<file path="src/rtl/dsam_pkg.sv">
// dsam_pkg: shared defaults, channel-index width and sign-magnitude/two's-complement helpers
// for the DSAM encoder/decoder pair. Helpers work on up to 64-bit words; w selects the width.
package dsam_pkg;
    localparam int DEFAULT_DATA_WIDTH = 16;
    localparam int DEFAULT_CHANNELS   = 2;

    function automatic int ch_width(input int n);
        return (n > 1) ? $clog2(n) : 1;
    endfunction

    // Negative zero (sign set, magnitude 0) stands for -2^(w-1), the one delta sign-magnitude cannot hold.
    function automatic logic [63:0] sm_to_tc(input logic [63:0] sm, input int w);
        logic [63:0] lo;
        logic [63:0] mag;
        logic        sign;
        lo   = 64'd1 << (w - 1);
        sign = |(sm & lo);
        mag  = sm & (lo - 64'd1);
        return !sign ? mag : ((mag == '0) ? lo : -mag);
    endfunction

    function automatic logic [63:0] tc_to_sm(input logic [63:0] x, input int w);
        logic [63:0] lo;
        logic [63:0] mag;
        logic        sign;
        lo   = 64'd1 << (w - 1);
        sign = |(x & lo);
        mag  = (sign ? -x : x) & (lo - 64'd1);
        return sign ? (mag | lo) : mag;
    endfunction
endpackage

</file>
<file path="src/rtl/dsam_decoder_if.sv">
// dsam_decoder_if: encoded input stream and decoded output stream of the DSAM decoder.
interface dsam_decoder_if
    import dsam_pkg::*;
#(
    parameter int DATA_WIDTH = DEFAULT_DATA_WIDTH,
    parameter int CHANNELS   = DEFAULT_CHANNELS
);
    localparam int CW = ch_width(CHANNELS);
    logic                  valid_in;
    logic [DATA_WIDTH-1:0] in;
    logic                  valid_out;
    logic [DATA_WIDTH-1:0] out;
    logic [CW-1:0]         channel_out;

    modport master (output valid_in, in, input valid_out, out, channel_out);
    modport slave  (input valid_in, in, output valid_out, out, channel_out);
endinterface

</file>
<file path="src/rtl/dsam_sm_to_tc.sv">
// dsam_sm_to_tc: combinational sign-magnitude to two's-complement delta conversion.
module dsam_sm_to_tc
    import dsam_pkg::*;
#(
    parameter int DATA_WIDTH = DEFAULT_DATA_WIDTH
) (
    input  logic [DATA_WIDTH-1:0] sm_i,
    output logic [DATA_WIDTH-1:0] tc_o
);
    assign tc_o = DATA_WIDTH'(sm_to_tc(64'(sm_i), DATA_WIDTH));
endmodule

</file>
<file path="src/rtl/dsam_decoder.sv">
// dsam_decoder: rebuilds channel-interleaved samples from the DSAM word stream, one cycle latency.
// DSAM_XOR_STAGE_EN: undo the encoder's transition-XOR stage against the last accepted word.
module dsam_decoder
    import dsam_pkg::*;
#(
    parameter int DATA_WIDTH = DEFAULT_DATA_WIDTH,
    parameter int CHANNELS   = DEFAULT_CHANNELS
) (
    input logic           clk,
    input logic           reset,
    dsam_decoder_if.slave bus
);
    localparam int CW = ch_width(CHANNELS);
    localparam int HN = 2 ** CW;

    logic [DATA_WIDTH-1:0] hist_q [HN];
    logic [DATA_WIDTH-1:0] out_q;
    logic [DATA_WIDTH-1:0] out_d;
    logic [DATA_WIDTH-1:0] sm;
    logic [DATA_WIDTH-1:0] delta;
    logic [CW-1:0]         ch_q;
    logic [CW-1:0]         ch_d;
    logic [CW-1:0]         chout_q;
    logic                  valid_q;

`ifdef DSAM_XOR_STAGE_EN
    logic [DATA_WIDTH-1:0] prev_q;
    assign sm = bus.in ^ prev_q;
    always_ff @(posedge clk)
        if (reset)
            prev_q <= '0;
        else if (bus.valid_in)
            prev_q <= bus.in;
`else
    assign sm = bus.in;
`endif

    dsam_sm_to_tc #(.DATA_WIDTH(DATA_WIDTH)) u_sm_to_tc (.sm_i(sm), .tc_o(delta));

    always_comb begin
        out_d = hist_q[ch_q] + delta;
        ch_d  = (ch_q == CW'(CHANNELS - 1)) ? '0 : ch_q + 1'b1;
    end

    // History is sized to a power of two so the pointer indexes it cleanly; spare entries stay zero.
    always_ff @(posedge clk) begin
        if (reset) begin
            for (int i = 0; i < HN; i++) hist_q[i] <= '0;
            ch_q    <= '0;
            out_q   <= '0;
            chout_q <= '0;
            valid_q <= 1'b0;
        end else begin
            valid_q <= bus.valid_in;
            if (bus.valid_in) begin
                hist_q[ch_q] <= out_d;
                out_q        <= out_d;
                chout_q      <= ch_q;
                ch_q         <= ch_d;
            end
        end
    end

    assign bus.out         = out_q;
    assign bus.valid_out   = valid_q;
    assign bus.channel_out = chout_q;
endmodule

</file>
<file path="src/flat_wrapper.sv">
// flat-port wrapper written by rule: the top's interface ports become plain ports
module dsam_decoder_flat import dsam_pkg::*;
#(
    parameter int DATA_WIDTH = DEFAULT_DATA_WIDTH,
    parameter int CHANNELS   = DEFAULT_CHANNELS
)
  (clk, reset, bus_valid_in, bus_in, bus_valid_out, bus_out, bus_channel_out);
  dsam_decoder_if #(.DATA_WIDTH(DATA_WIDTH), .CHANNELS(CHANNELS)) bus_i ();
  input logic clk;
  input logic reset;
  input wire logic [$bits(bus_i.valid_in)-1:0] bus_valid_in;
  input wire logic [$bits(bus_i.in)-1:0] bus_in;
  output wire logic [$bits(bus_i.valid_out)-1:0] bus_valid_out;
  output wire logic [$bits(bus_i.out)-1:0] bus_out;
  output wire logic [$bits(bus_i.channel_out)-1:0] bus_channel_out;
  assign bus_i.valid_in = bus_valid_in;
  assign bus_i.in = bus_in;
  assign bus_valid_out = bus_i.valid_out;
  assign bus_out = bus_i.out;
  assign bus_channel_out = bus_i.channel_out;
  dsam_decoder #(.DATA_WIDTH(DATA_WIDTH), .CHANNELS(CHANNELS)) u_core (.clk(clk), .reset(reset), .bus(bus_i));
endmodule
</file>
<file path="config.mk">
export PLATFORM = sky130hd
export DESIGN_NAME = dsam_decoder_flat
export DESIGN_NICKNAME = d
export VERILOG_FILES = /design/src/rtl/dsam_pkg.sv /design/src/rtl/dsam_decoder_if.sv /design/src/rtl/dsam_sm_to_tc.sv /design/src/rtl/dsam_decoder.sv /design/src/flat_wrapper.sv
export SDC_FILE = /design/constraint.sdc
export NUM_CORES = 1
export LEC_CHECK = 0
export CORE_ASPECT_RATIO = 0.9
export CORE_UTILIZATION = 55
export DETAILED_ROUTE_END_ITERATION = 8
export MAX_ROUTING_LAYER = met4
export PLACE_DENSITY = 0.79
export SLEW_MARGIN = 30
export SYNTH_ARGS = -nofsm -noshare
export SYNTH_HDL_FRONTEND = slang
export SYNTH_SLANG_ARGS = --single-unit
</file>
<file path="constraint.sdc">
create_clock -name clk -period 5.41 [get_ports clk]
set_input_delay 1.082 -clock clk [delete_from_list [all_inputs] [get_ports clk]]
set_output_delay 1.082 -clock clk [all_outputs]
set_load 0.05 [all_outputs]
</file>
After elaboration in Yosys (flattened, before gate mapping)
Memories as Yosys holds them, arrays and structs flattened. A register that Yosys moved wholly into a read port is not among the register bits.
Cells that the tools add are included.
{ "totals": {"ff_bits": 19, "mem_count": 1, "ram_bits": 32, "wordCells": 23} }
{ "memory_table": {"columns": ["memory", "depth", "width", "read_ports", "rd_ports_with_merged_regs", "wr", "line_no", "text"], "rows": [
  ["u_core.hist_q", 2, 16, 1, 1, 2, "dsam_decoder.sv:16", "logic [DATA_WIDTH-1:0] hist_q [HN];"]
]} }
{ "op_classes": {"n_reduce_logical": 2, "add_sub_neg": 3, "muxes": 13} }
{ "ops": {"columns": ["operator", "n"], "rows": [
  ["zero test 64 bit", 1],
  ["two-way mux 16 bit", 3],
  ["adder 16 bit", 1],
  ["negator 15 -> 16 bit", 1],
  ["OR reduction 16 bit", 1],
  ["two-way mux 1 bit", 10],
  ["adder 1 bit (second input constant)", 1]
]} }

Longest topological paths before layout
{ "depth": {"word_depth": 5, "mapped_depth": 15, "mapped_depth_nobuf": 15} }

Modules after synthesis
From an unflattened synthesis, not the netlist that was laid out.
{ "hier_totals": {"hier_cells": 329, "area_unflattened_um2": 3230.6} }
{ "modules_own_cells": {"columns": ["module", "cells_each", "area_per_inst_um2", "instances"], "rows": [
  ["dsam_decoder", 269, 2807.7, 1],
  ["dsam_sm_to_tc", 60, 422.9, 1]
]} }

Worst setup path before layout
No wires, ideal clock.
{ "synth_path": {"path_type": "input to register", "startpoint": "input port bus_in[2]", "endpoint": "memory u_core.hist_q[1][13] (netlist bit) (data pin)", "slack_ns": 0.524, "cell_stages": 14, "n_path_buf": 0, "arrival_time_ns": 4.606, "path_cell_list": "nor4_1 > nand2b_1 > or3b_2 > or2_1 > nor3b_2 > nor2_1 > ha_1 > a21oi_1 > nor2_1 > a311oi_1 > o31ai_1 > mux2i_1 > a2111oi_0 > nor2_1"} }
{ "synth_rtl": {"columns": ["element", "line_no", "text"], "rows": [
  ["start, declared", "flat_wrapper.sv:12", "input wire logic [$bits(bus_i.in)-1:0] bus_in;"],
  ["end, declared", "dsam_decoder.sv:16", null]
]} }

==> impl_metrics.csv <==
group,metric,value,unit
worst_setup_path,path_buf_inv,1,
timing,fin_tns_setup,0,ns
finish,multi_input_area,1604,sq um
drt,drc_errors,0,
global_routing,grt_pass1_vias,2178,
cts,cts_root_buffer,"clkbuf_8",
worst_setup_path,critPathRequiredTime,5.46,ns
worst_setup_path,cp_cell_sequence,"clkdlybuf4s50_1, nor4_1, nand2b_1, or3b_2, or2_1, nor3b_2, nor2_1, ha_1, fa_1, a21o_1, a31oi_1, o211ai_1, a41oi_1, o21ai_0, xnor2_1, nor2_1",
finish,layout.cells.non_filler,417,
timing,maxSlewViolCount,0,
drt,routedWlPerCell,15.57,microns
placement,dp.cells,409,
worst_setup_path,crit_top_cell,"nor2_1",
power,switching_share,0.3725,
floorplan,rows,25,
drt,dr.pass1.iters,4,
logic_synthesis,yosys-top-cells-count,"61 x nor2_1, 32 x edfxtp_1, 23 x nand2_1",
floorplan,core,5286,sq um
drt,first_iter_violations,169,
finish,seqCellArea,1361,sq um
timing,rsz0062_at_grt,"false",
global_routing,antenna_found_initial,0,
power,power_density,346.2,nW/um^2
logic_synthesis,seq_area_frac_synth,0.4477,
floorplan,die_area,5830,sq um
timing,clock_skew,0.009605,ns
placement,hpwl,4660,microns
logic_synthesis,synth_top_area_cell,"edfxtp_1",
worst_setup_path,crit_end,"u_core.hist_q[1][14]",
cts,cts_resized,0,
logic_synthesis,syn_inst,305,
worst_setup_path,worstPathMaxFanout,3,
power,p_clk_frac,0.181,
worst_setup_path,critical_path_class,"input port to flip-flop",
worst_setup_path,cp_slowest_cell,"or3b_2",
global_routing,grtUsageTotal,0.2478,
logic_synthesis,synth_top_cell_area_share,0.3160,
power,p_int,0.0007865,W
worst_setup_path,worst-path-stages,16,
timing,hold_violations,0,
worst_setup_path,rr_worst_depth,10,
power,vdd_drop_max,242.8,uV
cts,cts_tree,"done",
logic_synthesis,synth_area_leaders,"edfxtp_1 32%, dfxtp_1 13%, ha_1 7.8%",
logic_synthesis,syn_area,3040,sq um
logic_synthesis,synth-edff-count,32,
finish,n_antenna_cell,0,
worst_setup_path,cpLargestDelayFamily,"simple AND/OR/NAND/NOR gates",
logic_synthesis,syn_nets,344,
worst_setup_path,cp-end-kind,"flip-flop",
cts,numCtsBuffers,5,
logic_synthesis,ys_ff_latch,52,
global_routing,grt-ovfl-total,0,
power,power.leakage,1.443,nW
global_routing,grt_pass1_wl,10470,microns
placement,gp_congestion,0.9256,
power,switchingPower,0.0004668,W
cts,hold_buffers,0,
placement,place_area,3530,sq um
logic_synthesis,yosys_warnings,0,
drt,routed-via-count,2348,
logic_synthesis,synthArstFlopShare,0,
worst_setup_path,reg2reg_to,"u_core.hist_q[1][14]",
floorplan,die_w,80.37,microns
cts,post-cts-setup-buffers,0,
outcome,status,"complete, no violations",
timing,finalCritPeriodShare,0.9256,
floorplan,start_util,0.5751,
timing,fin_crit,5.007,ns
worst_setup_path,cp-start-kind,"input port",
finish,area_delta_synth_final,19.05,%
worst_setup_path,cp-startpoint,"bus_in[2]",
drt,wl,6491,microns
timing,max_freq,199.7,MHz
timing,tightest_slew,0.8503,ns
floorplan,pin_count,37,
drt,viasPerCell,5.631,
cts,cts_sinks,52,
timing,hold_slack,0.4615,ns
timing,report.final.setup_viol,0,
cts,cts.clk_slew.worst_paths,0.09,ns
worst_setup_path,slowest_delay,0.47,ns
worst_hold_path,holdCritPathClass,"flip-flop to flip-flop",
cts,clkLatencyLatePin,0.30,ns
worst_setup_path,arrival,5.05,ns
logic_synthesis,avgSynthCellArea,9.969,sq um
timing,relSlewSlack,0.4332,
finish,drive_gt1_frac,0.1171,
logic_synthesis,synth.most_common_cell,"nor2_1",
power,p_comb_frac,0.420,
finish,fill_cells,431,
global_routing,grt_max_degree,23,
floorplan,die_h,72.54,microns
cts,clockBufferDepth,2,
worst_setup_path,r2r_setup_slack,1.85,ns
logic_synthesis,netlist-cell-type-count,49,
cts,htreeDepth,2,
logic_synthesis,ys.flop_type,"edfxtp_1",
power,p_seq_frac,0.399,
flow_run,maxCapViolCount,0,
finish,nNetsFinal,388,
placement,io_buffers,36,
drt,final_antenna_net_count,0,
finish,final_area,3620,sq um
## cell families (layout without fill, tap and decap cells)
group                      after synthesis  in the layout  share of synthesized area
xor gates and xnor gates                28             28                    0.08066
DFF                                     52             52                     0.4477
adders and majority gates               20             20                    0.08477
muxes                                   21             21                    0.07531
buffers and inverters                   20             65                    0.02469
AOI/OAI and AO/OA                       53             53                     0.1218
and+or+nand+nor                        111            111                     0.1650
## layout by cell type (no fill, tap or decap), types with 2 or more instances in the layout
cell / instances
mux2_2: 15
o41ai_1: 2
nand2b_1: 4
inv_1: 9
xor2_1: 11
clkbuf_1: 2
o21a_1: 4
xnor2_1: 17
mux2i_1: 6
clkdlybuf4s50_1: 36
a21oi_1: 15
o31ai_1: 4
nand3_1: 5
nor2_1: 61
o21bai_1: 2
o21ai_0: 7
a211oi_1: 2
or3_1: 2
dfxtp_1: 20
ha_1: 19
or2_2: 3
clkbuf_8: 6
a21o_1: 3
o22ai_1: 3
nand2_1: 23
buf_4: 11
o211ai_1: 2
edfxtp_1: 32
a31oi_1: 2
## per-stage QoR
stage          worst slack (ns)  power [W]    util
2_1_floorplan            0.5238  0.0008736       -
3_3_place_gp             0.1504   0.001019  0.6677
3_5_place_dp            0.08781   0.001026  0.6677
4_1_cts                  0.3984   0.001251  0.6847
5_1_grt                 0.01206   0.001326  0.6847
6_report                 0.4025   0.001253  0.6847
## worst min-delay path: stages, from the launching register on
cell and delay, ns:
dfxtp_1 0.32, nand2_1 0.05, a21oi_1 0.05
## metal layers
metal | GRT usage | wire, microns | up-vias
met5 | - | 0 | -
met4 | 0.07540 | 72 | 0
met3 | 0.04403 | 613 | 6
met2 | 0.3691 | 2825 | 104
met1 | 0.3452 | 2980 | 1069
li1 | - | - | 1169
## state kept, by name, indices dropped and copies added (netlist names), named ones only
| register | flops |
|---|---|
| u_core.bus.valid_out | 1 |
| u_core.bus.channel_out | 1 |
| u_core.bus.out | 16 |
| u_core.ch_q | 1 |
| u_core.hist_q | 32 |
## power by group through the flow
stage | logic [W] | registers (W) | clock network (W)
3_5_place_dp | 0.000517 | 0.000509 | 0
4_1_cts | 0.000523 | 0.000501 | 0.000227
2_1_floorplan | 0.000292 | 0.000581 | 0
5_1_grt | 0.000575 | 0.000506 | 0.000245
3_3_place_gp | 0.000512 | 0.000507 | 0
6_report | 0.000526 | 0.000501 | 0.000227
## worst min path at each step
stage                       start                endpoint  slack (ns)  depth (start not counted)
6_report       u_core.bus.out[12]      u_core.bus.out[12]        0.46                          2
5_1_grt        u_core.bus.out[12]      u_core.bus.out[12]        0.50                          2
4_1_cts        u_core.bus.out[12]      u_core.bus.out[12]        0.46                          2
3_5_place_dp   u_core.bus.out[12]      u_core.bus.out[12]        0.45                          2
3_3_place_gp   u_core.bus.out[12]      u_core.bus.out[12]        0.45                          2
2_1_floorplan         u_core.ch_q  u_core.bus.channel_out        0.54                          2
## layout make-up
class / instances / area share
Clock buffer: 8 / 0.02489
Inverter: 10 / 0.01037
Multi-Input combinational cell: 233 / 0.4431
Sequential cell: 52 / 0.3761
Tap cell: 67 / 0.02316
Timing Repair Buffer: 47 / 0.1224
No activity file was read; power rests on OpenSTA's default activity.
